[src/rtl/wmr_pkg.sv]
// Shared types and constants for the wmr register slave.
package wmr_pkg;

  typedef enum logic [1:0] {
    S_IDLE = 2'd0,
    S_WAIT = 2'd1,
    S_EXEC = 2'd2,
    S_DONE = 2'd3
  } state_t;

  localparam int WAIT_CNT_W = 4;

endpackage

[src/rtl/wmr_regfile.sv]
// Byte-enabled register bank with a combinational read port and an
// out-of-range flag for the shared address.
module wmr_regfile #(
  parameter int DATA_W = 32,
  parameter int ADDR_W = 3,
  parameter int DEPTH  = 8
) (
  input  logic                clk,
  input  logic                rst_n,
  input  logic                we,
  input  logic [ADDR_W-1:0]   addr,
  input  logic [DATA_W-1:0]   wdata,
  input  logic [DATA_W/8-1:0] be,
  output logic [DATA_W-1:0]   rdata,
  output logic                oor
);

  localparam int NB = DATA_W / 8;

  logic [DEPTH-1:0][DATA_W-1:0] regs_flat;

  generate
    for (genvar gi = 0; gi < DEPTH; gi++) begin : g_reg
      logic [DATA_W-1:0] reg_q;
      logic [DATA_W-1:0] reg_d;
      logic              hit;

      assign hit = we && (addr == ADDR_W'(gi));

      always_comb begin
        reg_d = reg_q;
        for (int b = 0; b < NB; b++) begin
          if (hit && be[b]) begin
            reg_d[b*8 +: 8] = wdata[b*8 +: 8];
          end
        end
      end

      always_ff @(posedge clk or negedge rst_n) begin
        if (!rst_n) begin
          reg_q <= '0;
        end else begin
          reg_q <= reg_d;
        end
      end

      assign regs_flat[gi] = reg_q;
    end
  endgenerate

  // Out-of-range addresses read as zero.
  always_comb begin
    rdata = '0;
    for (int i = 0; i < DEPTH; i++) begin
      if (addr == ADDR_W'(i)) begin
        rdata = regs_flat[i];
      end
    end
  end

  assign oor = ({1'b0, addr} >= (ADDR_W + 1)'(DEPTH));

endmodule

[src/rtl/wmr_reg_slave.sv]
// Four-phase start/finish register slave: latches a request, waits WAIT_CYC
// cycles, executes for one cycle against the register bank, then holds finish.
module wmr_reg_slave
  import wmr_pkg::*;
#(
  parameter int DATA_W   = 32,
  parameter int ADDR_W   = 3,
  parameter int DEPTH    = 8,
  parameter int WAIT_CYC = 2
) (
  input  logic                clk,
  input  logic                reset_n,
  input  logic                start,
  input  logic                wren,
  input  logic [ADDR_W-1:0]   address,
  input  logic [DATA_W-1:0]   write_data,
  input  logic [DATA_W/8-1:0] byteenable,
  output logic                finish,
  output logic [DATA_W-1:0]   read_data,
  output logic                err,
  output logic                busy
);

  state_t                  state_q, state_d;
  logic [WAIT_CNT_W-1:0]   cnt_q, cnt_d;
  logic                    wren_q, wren_d;
  logic [ADDR_W-1:0]       addr_q, addr_d;
  logic [DATA_W-1:0]       wdata_q, wdata_d;
  logic [DATA_W/8-1:0]     be_q, be_d;
  logic [DATA_W-1:0]       rdata_q, rdata_d;
  logic                    err_q, err_d;
  logic                    finish_q, finish_d;

  logic                    rf_we;
  logic [DATA_W-1:0]       rf_rdata;
  logic                    rf_oor;

  wmr_regfile #(
    .DATA_W (DATA_W),
    .ADDR_W (ADDR_W),
    .DEPTH  (DEPTH)
  ) u_regfile (
    .clk   (clk),
    .rst_n (reset_n),
    .we    (rf_we),
    .addr  (addr_q),
    .wdata (wdata_q),
    .be    (be_q),
    .rdata (rf_rdata),
    .oor   (rf_oor)
  );

  always_comb begin
    state_d  = state_q;
    cnt_d    = cnt_q;
    wren_d   = wren_q;
    addr_d   = addr_q;
    wdata_d  = wdata_q;
    be_d     = be_q;
    rdata_d  = rdata_q;
    err_d    = err_q;
    rf_we    = 1'b0;

    unique case (state_q)
      S_IDLE: begin
        if (start) begin
          wren_d  = wren;
          addr_d  = address;
          wdata_d = write_data;
          be_d    = byteenable;
          cnt_d   = WAIT_CNT_W'(WAIT_CYC);
          state_d = (WAIT_CYC == 0) ? S_EXEC : S_WAIT;
        end
      end
      S_WAIT: begin
        cnt_d = cnt_q - 1'b1;
        if (cnt_q == WAIT_CNT_W'(1)) begin
          state_d = S_EXEC;
        end
      end
      S_EXEC: begin
        // Out-of-range writes are dropped; reads of them return zero.
        rf_we = wren_q && !rf_oor;
        if (!wren_q) begin
          rdata_d = rf_oor ? '0 : rf_rdata;
        end
        err_d   = rf_oor;
        cnt_d   = '0;
        state_d = S_DONE;
      end
      S_DONE: begin
        if (!start) begin
          state_d = S_IDLE;
        end
      end
      default: state_d = S_IDLE;
    endcase

    finish_d = (state_d == S_DONE);
  end

  always_ff @(posedge clk or negedge reset_n) begin
    if (!reset_n) begin
      state_q  <= S_IDLE;
      cnt_q    <= '0;
      wren_q   <= 1'b0;
      addr_q   <= '0;
      wdata_q  <= '0;
      be_q     <= '0;
      rdata_q  <= '0;
      err_q    <= 1'b0;
      finish_q <= 1'b0;
    end else begin
      state_q  <= state_d;
      cnt_q    <= cnt_d;
      wren_q   <= wren_d;
      addr_q   <= addr_d;
      wdata_q  <= wdata_d;
      be_q     <= be_d;
      rdata_q  <= rdata_d;
      err_q    <= err_d;
      finish_q <= finish_d;
    end
  end

  assign finish    = finish_q;
  assign read_data = rdata_q;
  assign err       = err_q;
  assign busy      = (state_q != S_IDLE);

endmodule

[config.mk]
export PLATFORM = sky130hd
export DESIGN_NAME = wmr_reg_slave
export DESIGN_NICKNAME = d
export VERILOG_FILES = /design/src/rtl/wmr_pkg.sv /design/src/rtl/wmr_regfile.sv /design/src/rtl/wmr_reg_slave.sv
export SDC_FILE = /design/constraint.sdc
export NUM_CORES = 1
export LEC_CHECK = 0
export ABC_AREA = 1
export ABC_CLOCK_PERIOD_IN_PS = 2800
export CORE_MARGIN = 3
export CORE_UTILIZATION = 40
export DETAILED_ROUTE_END_ITERATION = 6
export HOLD_SLACK_MARGIN = 0.02
export SYNTH_ARGS = -nofsm -noshare
export SYNTH_HDL_FRONTEND = slang
export SYNTH_HIERARCHICAL = 1
export SYNTH_SLANG_ARGS = --single-unit
[constraint.sdc]
create_clock -name clk -period 2.8 [get_ports clk]
set_input_delay 0.84 -clock clk [delete_from_list [all_inputs] [get_ports clk]]
set_output_delay 0.84 -clock clk [all_outputs]
set_load 0.05 [all_outputs]
==> results.yml <==
die:
  die_h_um: 198
  initial_core_util_pct: 41.0
  row_count: 69
  io_pins: 78
  die-area_um2: 39100
  fp.dieW_um: 198
  fp.coreArea_um2: 35900
critical_path:
  critPathBufInv: 1
  path_max_fanout: 2
  crit_path_top_delay_cell: "clkdlybuf4s50_1"
  critPathArrivalTime_ps: 1730
  endpoint_kind: "output port"
  cp_cell_sequence: "clkdlybuf4s50_1"
  crit_path_max_incr_delay_ps: 830
  path_delay_family: "buffers and inverters"
  startpoint_type: "flip-flop"
  worstPathRequired_ps: 1960
  crit_type: "reg -> out"
timing:
  fmax_mhz: 390
  drv_slew: 0
  tns_ps: 0
  hold_viol: 0
  period_needed_ps: 2570
  slew_headroom_pct: 56.9
  fin_crit_sh_pct: 91.7
  rsz0062_at_grt: "false"
  tightest_slew_ps: 646
  finalClockSkew_ps: 21.5
  setup_viol_count_final: 0
  hold-worst-slack_ps: 223
flow_run:
  max_cap_violations: 0
finish:
  drive_gt1_share_pct: 9.12
  areaGrowthSynthToFinish_pct: 17.1
  mostFrequentLayoutCells: "nand2_1, dfrtp_1, o21ai_0"
  final_nets: 1729
  final_common_cell: "nand2_1"
  final_cell_area_um2: 17200
  antenna_cells: 0
  fin_util_pct: 48.0
clock_network:
  hold_buffers: 0
  cts_buffers: 38
  cts_setup_buffers: 0
  insertion_delay_ps: 540
  ctsHtreeMaxLevel: 2
  cts_resized: 0
  path_clk_slew_ps: 60
  root_buffer: "clkbuf_16"
  cts_tree: "yes"
  clockBufferDepth: 3
  clkSinkCount: 336
grt:
  grt_max_degree: 81
  grt_pass1_wl_mm: 62.7
  grt_pass1_vias: 11400
  antenna_found_initial: 0
  overflow: 0
  grtUsageTotal_pct: 20.0
route:
  dr.pass1.iters: 5
  vias: 11500
  ant_nets: 0
  drt_iter0_drc: 975
  vias_per_cell: 5.33
  wl_mm: 38.4
  drc_errors: 0
  post_drt_wl_per_cell_um: 17.8
synth:
  yosysSeqAreaShare_pct: 57.1
  yosysTopAreaCell: "dfrtp_1"
  synthCells: 1610
  yosys_warnings: 6
  syn_area_um2: 14700
  synth_nets: 1661
  avgSynthCellArea_um2: 9.14
  synth.distinct_cells: 26
  synth_top_area_share_pct: 57.1
  ys_ff_latch: 336
  synth_area_leaders: "dfrtp_1, nand2_1, o21ai_0, nand4_1, mux2_4"
placement:
  post_dp_cell_area_um2: 16100
  gp_congestion: 0.796
  dp_hpwl_mm: 24.9
  io_buffer_count: 77
status:
  status: "completed"
power_and_ir_drop:
  vdd_ir_drop_max_mv: 0.581
  cellPowerDensity_nw_per_um2: 995
  p_leak_nw: 7.84
min_path:
  min-delay-path-class: "in -> async"
-- power breakdown --
| group | switching [mW] | internal (mW) |
|---|---|---|
| sequential | 0.805 | 5.90 |
| clock | 1.94 | 2.70 |
| combinational | 3.89 | 1.93 |
| total | 6.63 | 10.5 |
-- synth_stat cells, drive strengths merged --
library cell	instances
nor4	3
xnor2	1
conb	1
nand3	72
dfrtp	336
nand4	129
o21a	32
inv	87
o22ai	2
o211ai	1
nor2	117
ha	8
clkbuf	61
a21oi	33
nand2	426
buf	32
o21ai	229
mux2	40
-- state kept, by name (all words and copies together), names as in the netlist --
name,count
err,1
cnt_q,4
u_regfile/g.reg_q,256
be_q,4
finish,1
addr_q,3
read_data,32
wdata_q,32
wren_q,1
state_q,2
-- logic make-up after synthesis --
kind of cell	share of synthesized area, %
simple gates	22.2
flops	57.1
compound gates	10.7
buf+inv	5.12
mux	4.08
fa+ha+maj	0.680
other cells	0.0255
xor+xnor	0.0595
-- metal layers --
layer | track usage [%] | vias up | part of all wire (%)
met5 | 0 | - | 0
met2 | 31.3 | 286 | 45
li1 | - | 5534 | -
met4 | 6.00 | 0 | 2.3
met3 | 3.59 | 62 | 5.0
met1 | 28.8 | 5630 | 47
-- stage by stage --
| stage | cells | power, mW | setup WS (ps) |
|---|---|---|---|
| floorplan | 1610 | 10.4 | 743 |
| finish | 2161 | 17.2 | 233 |
| detailed placement | 2099 | 12.6 | 372 |
| CTS | 2161 | 17.3 | 194 |
| global placement | 2099 | 12.5 | 481 |
| global route | 2161 | 18.1 | 83.4 |
-- layout make-up --
type / count / area [um2]
fill: 3436 / 18700
clock buffer: 50 / 1040
timing repair buffer: 121 / 1220
multi-input combinational: 1094 / 5560
tap: 461 / 577
sequential: 336 / 8410
clock inverter: 12 / 110
inverter: 87 / 328
-- path summary, 6_finish.rpt --
path,startpoint,to,slack [ps],depth (start not counted)
hold reg to reg,u_regfile/g_reg[6].reg_q[13],u_regfile/g_reg[6].reg_q[13],480,2
setup reg to reg,state_q[0],u_regfile/g_reg[5].reg_q[20],350,9
min in group clk,u_regfile/g_reg[6].reg_q[13],u_regfile/g_reg[6].reg_q[13],480,2
hold / removal,reset_n,finish,220,1
max in group asynchronous,reset_n,u_regfile/g_reg[5].reg_q[31],1830,2
setup / recovery,read_data[5],read_data[5],230,1
(Power assumes the default switching activity.)
